$ cat src/rtl/cmd_pkg.sv
// Shared types and constants for the SPI command controller.
package cmd_pkg;

  // Score register width; the score saturates well inside this range.
  localparam int SCORE_W = 10;

  // Opcodes carried in command[7:4].
  typedef enum logic [3:0] {
    OP_NOP       = 4'h0,
    OP_SET_STATE = 4'h1,
    OP_SET_SCORE = 4'h2,
    OP_INC_SCORE = 4'h3,
    OP_WR_TILE   = 4'h4,
    OP_CLEAR     = 4'h5
  } opcode_e;

  // Controller FSM states for memory-writing operations.
  typedef enum logic [1:0] {
    ST_IDLE  = 2'd0,
    ST_WRITE = 2'd1,
    ST_SWEEP = 2'd2
  } fsm_e;

endpackage

$ cat src/rtl/sync_edge.sv
// Two-flop synchronizer for an asynchronous level, plus a one-cycle pulse
// on its synchronized rising edge. Flops reset to the idle level so that
// leaving reset with the line idle never produces a spurious edge.
module sync_edge #(
  parameter logic IDLE_LEVEL = 1'b1
) (
  input  logic clk,
  input  logic resetB,
  input  logic d_async,
  output logic rise
);

  logic sync1_reg;
  logic sync2_reg;
  logic prev_reg;

  // Synchronizer chain plus one delayed copy for edge detection.
  always_ff @(posedge clk or negedge resetB) begin
    if (!resetB) begin
      sync1_reg <= IDLE_LEVEL;
      sync2_reg <= IDLE_LEVEL;
      prev_reg  <= IDLE_LEVEL;
    end else begin
      sync1_reg <= d_async;
      sync2_reg <= sync1_reg;
      prev_reg  <= sync2_reg;
    end
  end

  assign rise = sync2_reg & ~prev_reg;

endmodule

$ cat src/rtl/cmd_controller.sv
// Turns completed SPI frames into game register updates and tile memory
// writes. The VGA read port always owns the memory address when re is high;
// pending tile writes and CLEAR sweeps only advance on cycles with re low.
module cmd_controller
  import cmd_pkg::*;
#(
  parameter int          ADDR_W    = 10,
  parameter int          DATA_W    = 3,
  parameter int          STATE_W   = 16,
  parameter int unsigned SCORE_MAX = 999
) (
  input  logic               clk,
  input  logic               resetB,
  input  logic               cs,
  input  logic [7:0]         command,
  input  logic [7:0]         databyte1,
  input  logic [7:0]         databyte2,
  input  logic               re,
  input  logic [ADDR_W-1:0]  raddr,
  output logic [STATE_W-1:0] state,
  output logic [SCORE_W-1:0] score,
  output logic [ADDR_W-1:0]  mem_addr,
  output logic               mem_we,
  output logic [DATA_W-1:0]  mem_wdata,
  output logic               busy,
  output logic               overrun,
  output logic               bad_op
);

  localparam logic [SCORE_W-1:0] SCORE_CAP = SCORE_W'(SCORE_MAX);

  logic               frame_rise;
  logic [3:0]         opcode;
  logic [ADDR_W-1:0]  frame_addr;
  logic               sweep_last;

  fsm_e               fsm_reg;
  fsm_e               fsm_next;
  logic [ADDR_W-1:0]  sweep_cnt_reg;
  logic [ADDR_W-1:0]  cap_addr_reg;
  logic [DATA_W-1:0]  cap_data_reg;
  logic [STATE_W-1:0] state_reg;
  logic [SCORE_W-1:0] score_reg;
  logic               overrun_reg;
  logic               bad_op_reg;

  // Operand bits above the tile colour are not used by any opcode.
  logic unused_cmd_bits;
  assign unused_cmd_bits = &{1'b0, command[3:DATA_W]};

  // cs rising (synchronized) marks a complete frame; the frame pins have
  // been stable for the synchronizer latency by then.
  sync_edge #(.IDLE_LEVEL(1'b1)) u_cs_sync (
    .clk     (clk),
    .resetB  (resetB),
    .d_async (cs),
    .rise    (frame_rise)
  );

  assign opcode     = command[7:4];
  assign frame_addr = {databyte1[ADDR_W-9:0], databyte2};
  assign sweep_last = (sweep_cnt_reg == {ADDR_W{1'b1}});

  assign state   = state_reg;
  assign score   = score_reg;
  assign overrun = overrun_reg;
  assign bad_op  = bad_op_reg;

  // FSM state register.
  always_ff @(posedge clk or negedge resetB) begin
    if (!resetB) fsm_reg <= ST_IDLE;
    else         fsm_reg <= fsm_next;
  end

  // Next-state and memory port outputs; re overrides address and blocks we.
  always_comb begin
    fsm_next  = fsm_reg;
    mem_we    = 1'b0;
    mem_wdata = '0;
    mem_addr  = cap_addr_reg;
    busy      = 1'b0;
    case (fsm_reg)
      ST_IDLE: begin
        if (frame_rise) begin
          if (opcode == OP_WR_TILE)   fsm_next = ST_WRITE;
          else if (opcode == OP_CLEAR) fsm_next = ST_SWEEP;
        end
      end
      ST_WRITE: begin
        busy      = 1'b1;
        mem_we    = ~re;
        mem_wdata = cap_data_reg;
        if (!re) fsm_next = ST_IDLE;
      end
      ST_SWEEP: begin
        busy     = 1'b1;
        mem_we   = ~re;
        mem_addr = sweep_cnt_reg;
        if (!re && sweep_last) fsm_next = ST_IDLE;
      end
      default: fsm_next = ST_IDLE;
    endcase
    if (re) mem_addr = raddr;
  end

  // Sweep address counter: parked at 0 outside a sweep, holds while re.
  always_ff @(posedge clk or negedge resetB) begin
    if (!resetB)                 sweep_cnt_reg <= '0;
    else if (fsm_reg != ST_SWEEP) sweep_cnt_reg <= '0;
    else if (!re)                 sweep_cnt_reg <= sweep_cnt_reg + ADDR_W'(1);
  end

  // Frame decode: register ops, write capture, and sticky error flags.
  // A frame arriving while a memory op runs is dropped entirely.
  always_ff @(posedge clk or negedge resetB) begin
    if (!resetB) begin
      cap_addr_reg <= '0;
      cap_data_reg <= '0;
      state_reg    <= '0;
      score_reg    <= '0;
      overrun_reg  <= 1'b0;
      bad_op_reg   <= 1'b0;
    end else if (frame_rise) begin
      if (fsm_reg != ST_IDLE) begin
        overrun_reg <= 1'b1;
      end else begin
        cap_addr_reg <= frame_addr;
        cap_data_reg <= command[DATA_W-1:0];
        case (opcode)
          OP_NOP: begin
          end
          OP_SET_STATE: state_reg <= STATE_W'({databyte1, databyte2});
          OP_SET_SCORE: score_reg <= (32'(frame_addr) > SCORE_MAX) ? SCORE_CAP
                                                                   : SCORE_W'(frame_addr);
          OP_INC_SCORE: score_reg <= (score_reg >= SCORE_CAP) ? SCORE_CAP
                                                              : score_reg + SCORE_W'(1);
          OP_WR_TILE, OP_CLEAR: begin
          end
          default: bad_op_reg <= 1'b1;
        endcase
      end
    end
  end

endmodule

$ cat config.mk
export PLATFORM = sky130hd
export DESIGN_NAME = cmd_controller
export DESIGN_NICKNAME = d
export VERILOG_FILES = /design/src/rtl/cmd_pkg.sv /design/src/rtl/sync_edge.sv /design/src/rtl/cmd_controller.sv
export SDC_FILE = /design/constraint.sdc
export NUM_CORES = 1
export LEC_CHECK = 0
export ABC_AREA = 1
export BUFFER_PORTS_ARGS = -buffer_cell sky130_fd_sc_hd__buf_2
export CAP_MARGIN = 5
export CORE_ASPECT_RATIO = 0.9
export CORE_MARGIN = 4
export CORE_UTILIZATION = 35
export CTS_CLUSTER_SIZE = 40
export DETAILED_ROUTE_END_ITERATION = 16
export PLACE_DENSITY = 0.56
export RECOVER_POWER = 100
export SYNTH_ARGS = -nofsm -noshare
export SYNTH_HDL_FRONTEND = slang
export SYNTH_SLANG_ARGS = --single-unit
$ cat constraint.sdc
create_clock -name clk -period 1.7 [get_ports clk]
set_input_delay 0 -clock clk [delete_from_list [all_inputs] [get_ports clk]]
set_output_delay 0 -clock clk [all_outputs]
set_load 0.01 [all_outputs]
==> out/qor.yml, run 1 <==
status:
  outcome: "complete, no violations"
cells_and_area:
  post-route-util: 0.4583
  fin_cells: 605
  largest_reg_flops: 16
  syn2layout_area_growth_pct: 25.65
  multi_input_area_mm2: 0.001364
  regArea_mm2: 0.001405
  n_antenna_cell: 0
  final_area_mm2: 0.003751
  layout-drive-gt1-share: 0.1857
  nFillCells: 858
  final_nets: 532
floorplan:
  start_util: 0.3648
  coreArea_mm2: 0.008184
  io_pins: 81
  chipHeight_um: 95.62
  dieArea_mm2: 0.01007
  row_count: 31
  die-width_um: 105.4
yosys:
  yosysSeqAreaShare: 0.4707
  yosys.cell_types.count: 31
  syn-instance-count: 395
  synth_edf_count: 0
  synth_top_area_frac: 0.4443
  netlist_top_cells_area: "dfrtp_1 44%, nand2_1 16%, inv_1 5.4%"
  ys_warn_count: 0
  synth_seq_cells: 56
  async_flop_share: 1.000
  syn-num-nets: 438
  synth.cells.most_frequent: "125 x nand2_1, 53 x dfrtp_1, 43 x inv_1"
  avgSynthCellArea_um2: 7.558
  synth.cell_area_mm2: 0.002985
  post-synth-top-count-cell: "nand2_1"
  synthFlopType: "dfrtp_1"
  synth_top_area_cell: "dfrtp_1"
route:
  ant_nets: 0
  routed_wl_um: 7654
  vias: 2779
  drc: 0
  drt_iter0_markers: 113
  wl_per_cell_um: 12.65
  dr.pass1.iters: 4
  post_drt_via_cell_ratio: 4.593
grt:
  antenna_found_initial: 0
  grt_max_degree: 57
  grt_pass1_vias: 2641
  grt_pass1_wl_um: 12940
  grt_use_total: 0.1581
  grt_overflow: 0
critical_path:
  cp-end-kind: "output port"
  worstSetupStartpointType: "flop"
  crit_fanout: 6
  crit_path_top_delay_cell: "dfrtp_1"
  criticalPathCategory: "flop to output port"
  arrival_ns: 1.61
  crit_chain: "inv_2 > ha_4 > clkinvlp_4 > a21oi_1 > a21oi_1 > buf_2"
  slowest_delay_ns: 0.42
  required_ns: 1.70
  critPathMostFrequentCell: "a21oi_1"
sta:
  fin_worst_skew_ns: 0.008673
  fin_ws_ns: 0.08930
  relSlewSlack: 0.1731
  post-route-min-period_ns: 1.611
  rsz0062_at_grt: "yes"
  slew_violations: 0
  period_share: 0.9475
  setup_viol: 0
  worst_slew_pin_slew_ns: 1.240
  hold_violations: 0
  fmaxAchievable_mhz: 620.8
power:
  cellLeakagePower_nw: 1.873
  p_total_w: 0.004849
  powerDensity_mw_per_mm2: 1293
  ir_drop_mv: 0.5098
cts:
  cts_tree: "done"
  clkTransAtPathRegs_ns: 0.11
  cts_sinks: 56
  root_buffer: "clkbuf_8"
  clkLatencyLatePin_ns: 0.31
  postCtsSetupBuffers: 0
  numCtsBuffers: 5
  clockBufferDepth: 2
  cts_max_level: 2
placement:
  place_ws_ns: 0.1240
  place_area_mm2: 0.003530
  hpwl_um: 5601
  gp_congestion: 0.8428
  placedCellCount: 584
  numPortBuffers: 79
hold_path:
  hold_class: "primary input to flop"
job:
  max-cap-violations: 0
## path summary, 6_finish.rpt
path,start,end,slack (ns),cells past startpoint
worst max-delay path,fsm_reg[0]$_DFFE_PN0P_,mem_addr[6],0.09,6
worst min-delay path,databyte2[0],state[0]$_DFFE_PN0P_,0.0002,3
worst max register to register,fsm_reg[1]$_DFFE_PN0P_,state[10]$_DFFE_PN0P_,0.14,8
worst min register to register,u_cs_sync.sync1_reg$_DFF_PN1_,u_cs_sync.sync2_reg$_DFF_PN1_,0.36,0
max in group asynchronous,resetB,bad_op$_DFFE_PN0P_,0.38,3
min in group asynchronous,resetB,sweep_cnt_reg[2]$_DFFE_PN0P_,0.56,3
## layer usage
metal / GRT usage / share of wire / vias to the layer above
met4: 0.02951 / 0.0033 / 0
li1: - / - / 1443
met1: 0.2324 / 0.50 / 1271
met5: 0 / 0 / -
met3: 0.03385 / 0.051 / 2
met2: 0.2415 / 0.44 / 63
## power breakdown
part           internal (W)  leakage (nW)  switching (W)
Clock              0.000445        0.0548       0.000474
Combinational      0.000717          1.10        0.00110
Sequential          0.00174         0.714       0.000366
## layout by cell type (no fill, tap or decap), types with 3 or more instances in the layout
cell and n:
nand2_1 125, buf_2 54, dfrtp_1 53, inv_1 41
nor2_1 35, clkbuf_1 28, nand3_1 26, a21oi_1 22
o21ai_0 22, o21ai_1 19, dlygate4sd3_1 12, a21oi_2 5
clkbuf_8 5, clkinvlp_4 3, inv_2 3, ha_1 3
buf_4 3, dfstp_2 3
## timing repair
| action | 4_1_cts | 5_1_grt |
|---|---|---|
| setup endpoints to repair | 3 | 26 |
| hold endpoints to repair | 67 | 0 |
| hold buffers | 12 | 0 |
| cloned | 1 | 0 |
| resized for setup | 5 | 7 |
## logic make-up (layout without fill, tap and decap cells)
logic type	after synthesis	in the layout	share of synthesized area
AO/OA/AOI/OAI	74	74	0.1358
XOR/XNOR	1	1	0.002934
adder cells (fa/ha/maj)	5	5	0.02096
buffers and inverters	59	154	0.08005
flip-flops	56	56	0.4707
AND/OR/NAND/NOR	200	200	0.2896
## layout make-up
cell class / count / share of cell area
Clock buffer: 5 / 0.01835
Clock inverter: 3 / 0.01234
Inverter: 47 / 0.04870
Multi-Input combinational cell: 280 / 0.3636
Sequential cell: 56 / 0.3746
Tap cell: 115 / 0.03836
Timing Repair Buffer: 98 / 0.1421
Timing Repair inverter: 1 / 0.002001
## critical path: cells and delay by family, from the launching register on
family	cells	cell delay (ns)
AOI/OAI and AO/OA	2	0.29
adders and majority gates	1	0.18
buffers and inverters	3	0.41
DFF	1	0.42
## through the flow
stage | hold slack [ns] | setup TNS [ns]
3_5_place_dp | 0.02780 | 0
3_3_place_gp | 0.03270 | 0
6_report | 0.0002493 | 0
5_1_grt | 0.02167 | -0.001537
4_1_cts | 0.003865 | 0
2_1_floorplan | -0.2956 | 0
Note: power is estimated with default switching activity, not from simulation.
==> inputs of run 2 (changes only) <==
--- a/config.mk
+++ b/config.mk
@@ -6,14 +6,14 @@
 export NUM_CORES = 1
 export LEC_CHECK = 0
 export ABC_AREA = 1
-export BUFFER_PORTS_ARGS = -buffer_cell sky130_fd_sc_hd__buf_2
+export BUFFER_PORTS_ARGS = -buffer_cell sky130_fd_sc_hd__buf_4
 export CAP_MARGIN = 5
 export CORE_ASPECT_RATIO = 0.9
 export CORE_MARGIN = 4
-export CORE_UTILIZATION = 35
+export CORE_UTILIZATION = 52
 export CTS_CLUSTER_SIZE = 40
 export DETAILED_ROUTE_END_ITERATION = 16
-export PLACE_DENSITY = 0.56
+export PLACE_DENSITY = 0.78
 export RECOVER_POWER = 100
 export SYNTH_ARGS = -nofsm -noshare
 export SYNTH_HDL_FRONTEND = slang
==> out/qor.yml, run 2 (synthesized netlist as in run 1, its figures left out) <==
route:
  routed_wl_um: 7559
  dr.pass1.iters: 6
  post_drt_via_cell_ratio: 5.138
  vias: 2867
  ant_nets: 0
  drt_iter0_markers: 204
  wl_per_cell_um: 13.55
  drc: 0
status:
  outcome: "complete, no violations"
hold_path:
  hold_class: "primary input to flop"
floorplan:
  start_util: 0.5517
  die-width_um: 87.87
  row_count: 25
  coreArea_mm2: 0.005411
  dieArea_mm2: 0.007019
  chipHeight_um: 79.88
  io_pins: 81
power:
  powerDensity_mw_per_mm2: 1289
  ir_drop_mv: 0.8736
  p_switching_w: 0.001906
  power_frac_comb: 0.378
  p_sw_frac: 0.3848
  clkPwrFrac: 0.194
  pwr-share-seq: 0.428
  p_total_w: 0.004953
  p_int_w: 0.003047
  cellLeakagePower_nw: 1.923
cts:
  clockBufferDepth: 2
  numCtsBuffers: 5
  cts_tree: "done"
  clkLatencyLatePin_ns: 0.31
  clkTransAtPathRegs_ns: 0.10
  cts_max_level: 2
  root_buffer: "clkbuf_8"
  postCtsSetupBuffers: 0
  cts_sinks: 56
sta:
  post-route-min-period_ns: 1.591
  worst_slew_pin_slew_ns: 1.359
  fmaxAchievable_mhz: 628.7
  hold_violations: 0
  period_share: 0.9356
  fin_worst_skew_ns: 0.004412
  rsz0062_at_grt: "yes"
  slew_violations: 0
  fin_ws_ns: 0.1094
  setup_viol: 0
  relSlewSlack: 0.09413
critical_path:
  worstSetupStartpointType: "flop"
  arrival_ns: 1.59
  required_ns: 1.70
  crit_fanout: 6
  criticalPathCategory: "flop to output port"
  cp-end-kind: "output port"
grt:
  grt_use_total: 0.2375
  gr-usage-met1: 0.3157
  grt_overflow: 0
  grt_pass1_wl_um: 13190
  antenna_found_initial: 0
  met2_usage: 0.3923
  grt_max_degree: 57
  grt_pass1_vias: 2914
  busiest_layer: "met2"
  grtUsageMet3: 0.04231
cells_and_area:
  n_antenna_cell: 0
  layout_commonest_cell: "nand2_1"
  syn2layout_area_growth_pct: 28.67
  fin_cells: 558
  final_nets: 533
  largest_reg_flops: 16
  final_area_mm2: 0.003841
  final_cell_mix: "125 x nand2_1, 53 x dfrtp_1, 52 x buf_4, 41 x inv_1, 35 x nor2_1"
  layout-drive-gt1-share: 0.1752
placement:
  placedCellCount: 533
  gp_congestion: 0.8364
  numPortBuffers: 79
  hpwl_um: 5394
  place_ws_ns: 0.1382
  place_area_mm2: 0.003632
job:
  max-cap-violations: 0
## run 2: cell count changes in the layout (fill, tap and decap cells not counted), moves of 2 or more
cell,before,now
dlygate4sd3_1,12,16
buf_4,3,52
a21oi_2,5,3
a21oi_1,22,24
clkbuf_8,5,7
buf_2,54,0
## run 2: timing repair
item	in CTS	in global routing
hold buffers	16	0
endpoints found under the hold margin	68	0
setup endpoints to repair	0	13
resized for setup	0	10
## run 2: final cells by class
type | instances | area (um^2)
Inverter | 47 | 182.7
Multi-Input combinational cell | 280 | 1356
Tap cell | 67 | 83.83
Timing Repair inverter | 1 | 7.507
Fill cell | 468 | 1570
Clock buffer | 7 | 96.34
Timing Repair Buffer | 99 | 679.4
Clock inverter | 1 | 30.03
Sequential cell | 56 | 1405
## run 2: path summary, 6_finish.rpt
path | start | end | slack (ns) | cells after the start
setup / recovery | fsm_reg[0]$_DFFE_PN0P_ | mem_addr[8] | 0.11 | 6
hold / removal | command[6] | bad_op$_DFFE_PN0P_ | 0.01 | 3
setup reg to reg | fsm_reg[1]$_DFFE_PN0P_ | state[7]$_DFFE_PN0P_ | 0.15 | 8
hold reg to reg | u_cs_sync.sync1_reg$_DFF_PN1_ | u_cs_sync.sync2_reg$_DFF_PN1_ | 0.36 | 0
max in group asynchronous | resetB | state[7]$_DFFE_PN0P_ | 0.36 | 2
min in group asynchronous | resetB | sweep_cnt_reg[6]$_DFFE_PN0P_ | 0.52 | 2
## run 2: critical path, stage by stage (launching register included)
cell        delay [ns]
dfrtp_1           0.41
inv_2             0.09
ha_4              0.18
clkinvlp_4        0.16
a21oi_1           0.19
a21oi_1           0.09
buf_4             0.15
## run 2: layer usage
metal | wire length, um | vias to the layer above
met3 | 456 | 12
met2 | 3636 | 96
met5 | 0 | -
li1 | - | 1441
met4 | 113 | 0
met1 | 3352 | 1318
## run 2: through the flow
step | setup TNS (ns) | hold WS (ns) | utilization
after global routing | -0.01392 | 0.01874 | 0.7098
after global placement | 0 | 0.09327 | 0.6712
final | 0 | 0.01352 | 0.7098
after floorplan | 0 | -0.2956 | -
after detailed placement | 0 | 0.09742 | 0.6712
after CTS | 0 | 0.004416 | 0.7242
## run 2: power groups by stage
stage,Sequential [W],Clock (W),Combinational [W]
after floorplan,0.00215,0,0.00104
after global placement,0.00212,0,0.00190
final,0.00212,0.000961,0.00187
after global routing,0.00218,0.00102,0.00212
after CTS,0.00211,0.000974,0.00199
after detailed placement,0.00213,0,0.00195
==> inputs of run 3 (changes only) <==
--- a/config.mk
+++ b/config.mk
@@ -8,9 +8,11 @@
 export ABC_AREA = 1
 export BUFFER_PORTS_ARGS = -buffer_cell sky130_fd_sc_hd__buf_4
 export CAP_MARGIN = 5
+export CELL_PAD_IN_SITES_DETAIL_PLACEMENT = 0
+export CELL_PAD_IN_SITES_GLOBAL_PLACEMENT = 1
 export CORE_ASPECT_RATIO = 0.9
 export CORE_MARGIN = 4
-export CORE_UTILIZATION = 52
+export CORE_UTILIZATION = 37
 export CTS_CLUSTER_SIZE = 40
 export DETAILED_ROUTE_END_ITERATION = 16
 export PLACE_DENSITY = 0.78
==> out/qor.yml, run 3 (synthesized netlist as in run 1, its figures left out) <==
cells_and_area:
  final_cell_mix: "125 x nand2_1, 55 x buf_4, 53 x dfrtp_1, 41 x inv_1, 35 x nor2_1"
  layout-drive-gt1-share: 0.1898
  n_antenna_cell: 0
  final_nets: 532
  syn2layout_area_growth_pct: 29.92
  largest_reg_flops: 16
  final_area_mm2: 0.003879
  layout_commonest_cell: "nand2_1"
placement:
  place_ws_ns: 0.1155
  hpwl_um: 5760
  place_area_mm2: 0.003669
  numPortBuffers: 79
  gp_congestion: 0.8394
route:
  routed_wl_um: 7891
  wl_per_cell_um: 13.47
  drt_iter0_markers: 157
  ant_nets: 0
  vias: 2799
  post_drt_via_cell_ratio: 4.776
  drc: 0
  dr.pass1.iters: 5
grt:
  antenna_found_initial: 0
  grt_max_degree: 57
  grt_pass1_wl_um: 13170
  grt_use_total: 0.1732
  grt_overflow: 0
  grt_pass1_vias: 2600
sta:
  fin_worst_skew_ns: 0.008299
  finalSetupTns_ns: 0
  fin_ws_ns: 0.09291
  post-route-min-period_ns: 1.607
  hold_slack_ns: 0.007305
  fmaxAchievable_mhz: 622.2
  slew_violations: 0
  hold_violations: 0
  period_share: 0.9453
  rsz0062_at_grt: "yes"
  worst_slew_pin_slew_ns: 1.396
  relSlewSlack: 0.06957
  setup_viol: 0
critical_path:
  cp-end-kind: "output port"
  rr_worst_depth: 7
  required_ns: 1.70
  arrival_ns: 1.61
  worstSetupStartpointType: "flop"
  criticalPathCategory: "flop to output port"
  crit_fanout: 6
hold_path:
  hold_class: "primary input to flop"
  whs_path_depth: 3
floorplan:
  io_pins: 81
  start_util: 0.3880
  row_count: 30
  die-width_um: 102.7
  dieArea_mm2: 0.009572
  chipHeight_um: 93.22
  coreArea_mm2: 0.007695
cts:
  root_buffer: "clkbuf_8"
  clkLatencyLatePin_ns: 0.31
  cts_tree: "done"
  cts_sinks: 56
  clockBufferDepth: 2
  cts_max_level: 2
  numCtsBuffers: 5
  clkTransAtPathRegs_ns: 0.09
power:
  p_total_w: 0.005017
  cellLeakagePower_nw: 1.924
  powerDensity_mw_per_mm2: 1293
  ir_drop_mv: 0.5943
status:
  outcome: "complete, no violations"
job:
  max-cap-violations: 0
[run 3: cell type report]
type | instances | area [um^2]
Clock buffer | 7 | 96.34
Tap cell | 96 | 120.1
Sequential cell | 56 | 1405
Inverter | 47 | 182.7
Multi-Input combinational cell | 280 | 1371
Clock inverter | 1 | 30.03
Timing Repair Buffer | 98 | 665.6
Timing Repair inverter | 1 | 7.507
Fill cell | 787 | 3816
[run 3: through the flow]
stage          utilization  instances
5_1_grt             0.5041        586
4_1_cts             0.5117        584
6_report            0.5041        586
2_1_floorplan            -        395
3_5_place_dp        0.4767        562
3_3_place_gp        0.4767        562
[run 3: final timing paths]
path | startpoint | end | slack (ns)
setup / recovery | fsm_reg[0]$_DFFE_PN0P_ | mem_addr[1] | 0.09
hold / removal | command[7] | bad_op$_DFFE_PN0P_ | 0.007
setup reg to reg | score[1]$_DFFE_PN0P_ | score[9]$_DFFE_PN0P_ | 0.15
hold reg to reg | u_cs_sync.sync1_reg$_DFF_PN1_ | u_cs_sync.sync2_reg$_DFF_PN1_ | 0.37
max in group asynchronous | resetB | cap_data_reg[2]$_DFFE_PN0P_ | 0.33
min in group asynchronous | resetB | sweep_cnt_reg[0]$_DFFE_PN0P_ | 0.54
[run 3: repair_timing]
item / 4_1_cts / 5_1_grt
hold endpoints to repair: 64 / 0
buffers inserted: 1 / 2
endpoints found under the setup margin: 4 / 20
cloned: 1 / 0
pin swaps: 0 / 1
gates resized for setup: 3 / 12
hold buffers: 12 / 0
[run 3: metal layers]
metal	global-route usage	share of wire
met5	0	0
met4	0.03716	0.0075
met3	0.03803	0.055
met2	0.2538	0.45
met1	0.2605	0.48
[run 3: power by group]
part	internal [W]	leakage, nW	switching (W)	total, W
clock network	0.000520	0.0645	0.000437	0.000958
registers	0.00175	0.714	0.000379	0.00212
logic	0.000818	1.15	0.00112	0.00193
total	0.00308	1.92	0.00193	0.00502
[run 3: critical path, stage by stage, from the launching register on]
cell and delay [ns]:
dfrtp_1 0.40, inv_2 0.09, ha_4 0.19, clkinvlp_4 0.21
a21oi_2 0.20, a21oi_1 0.07, buf_4 0.14
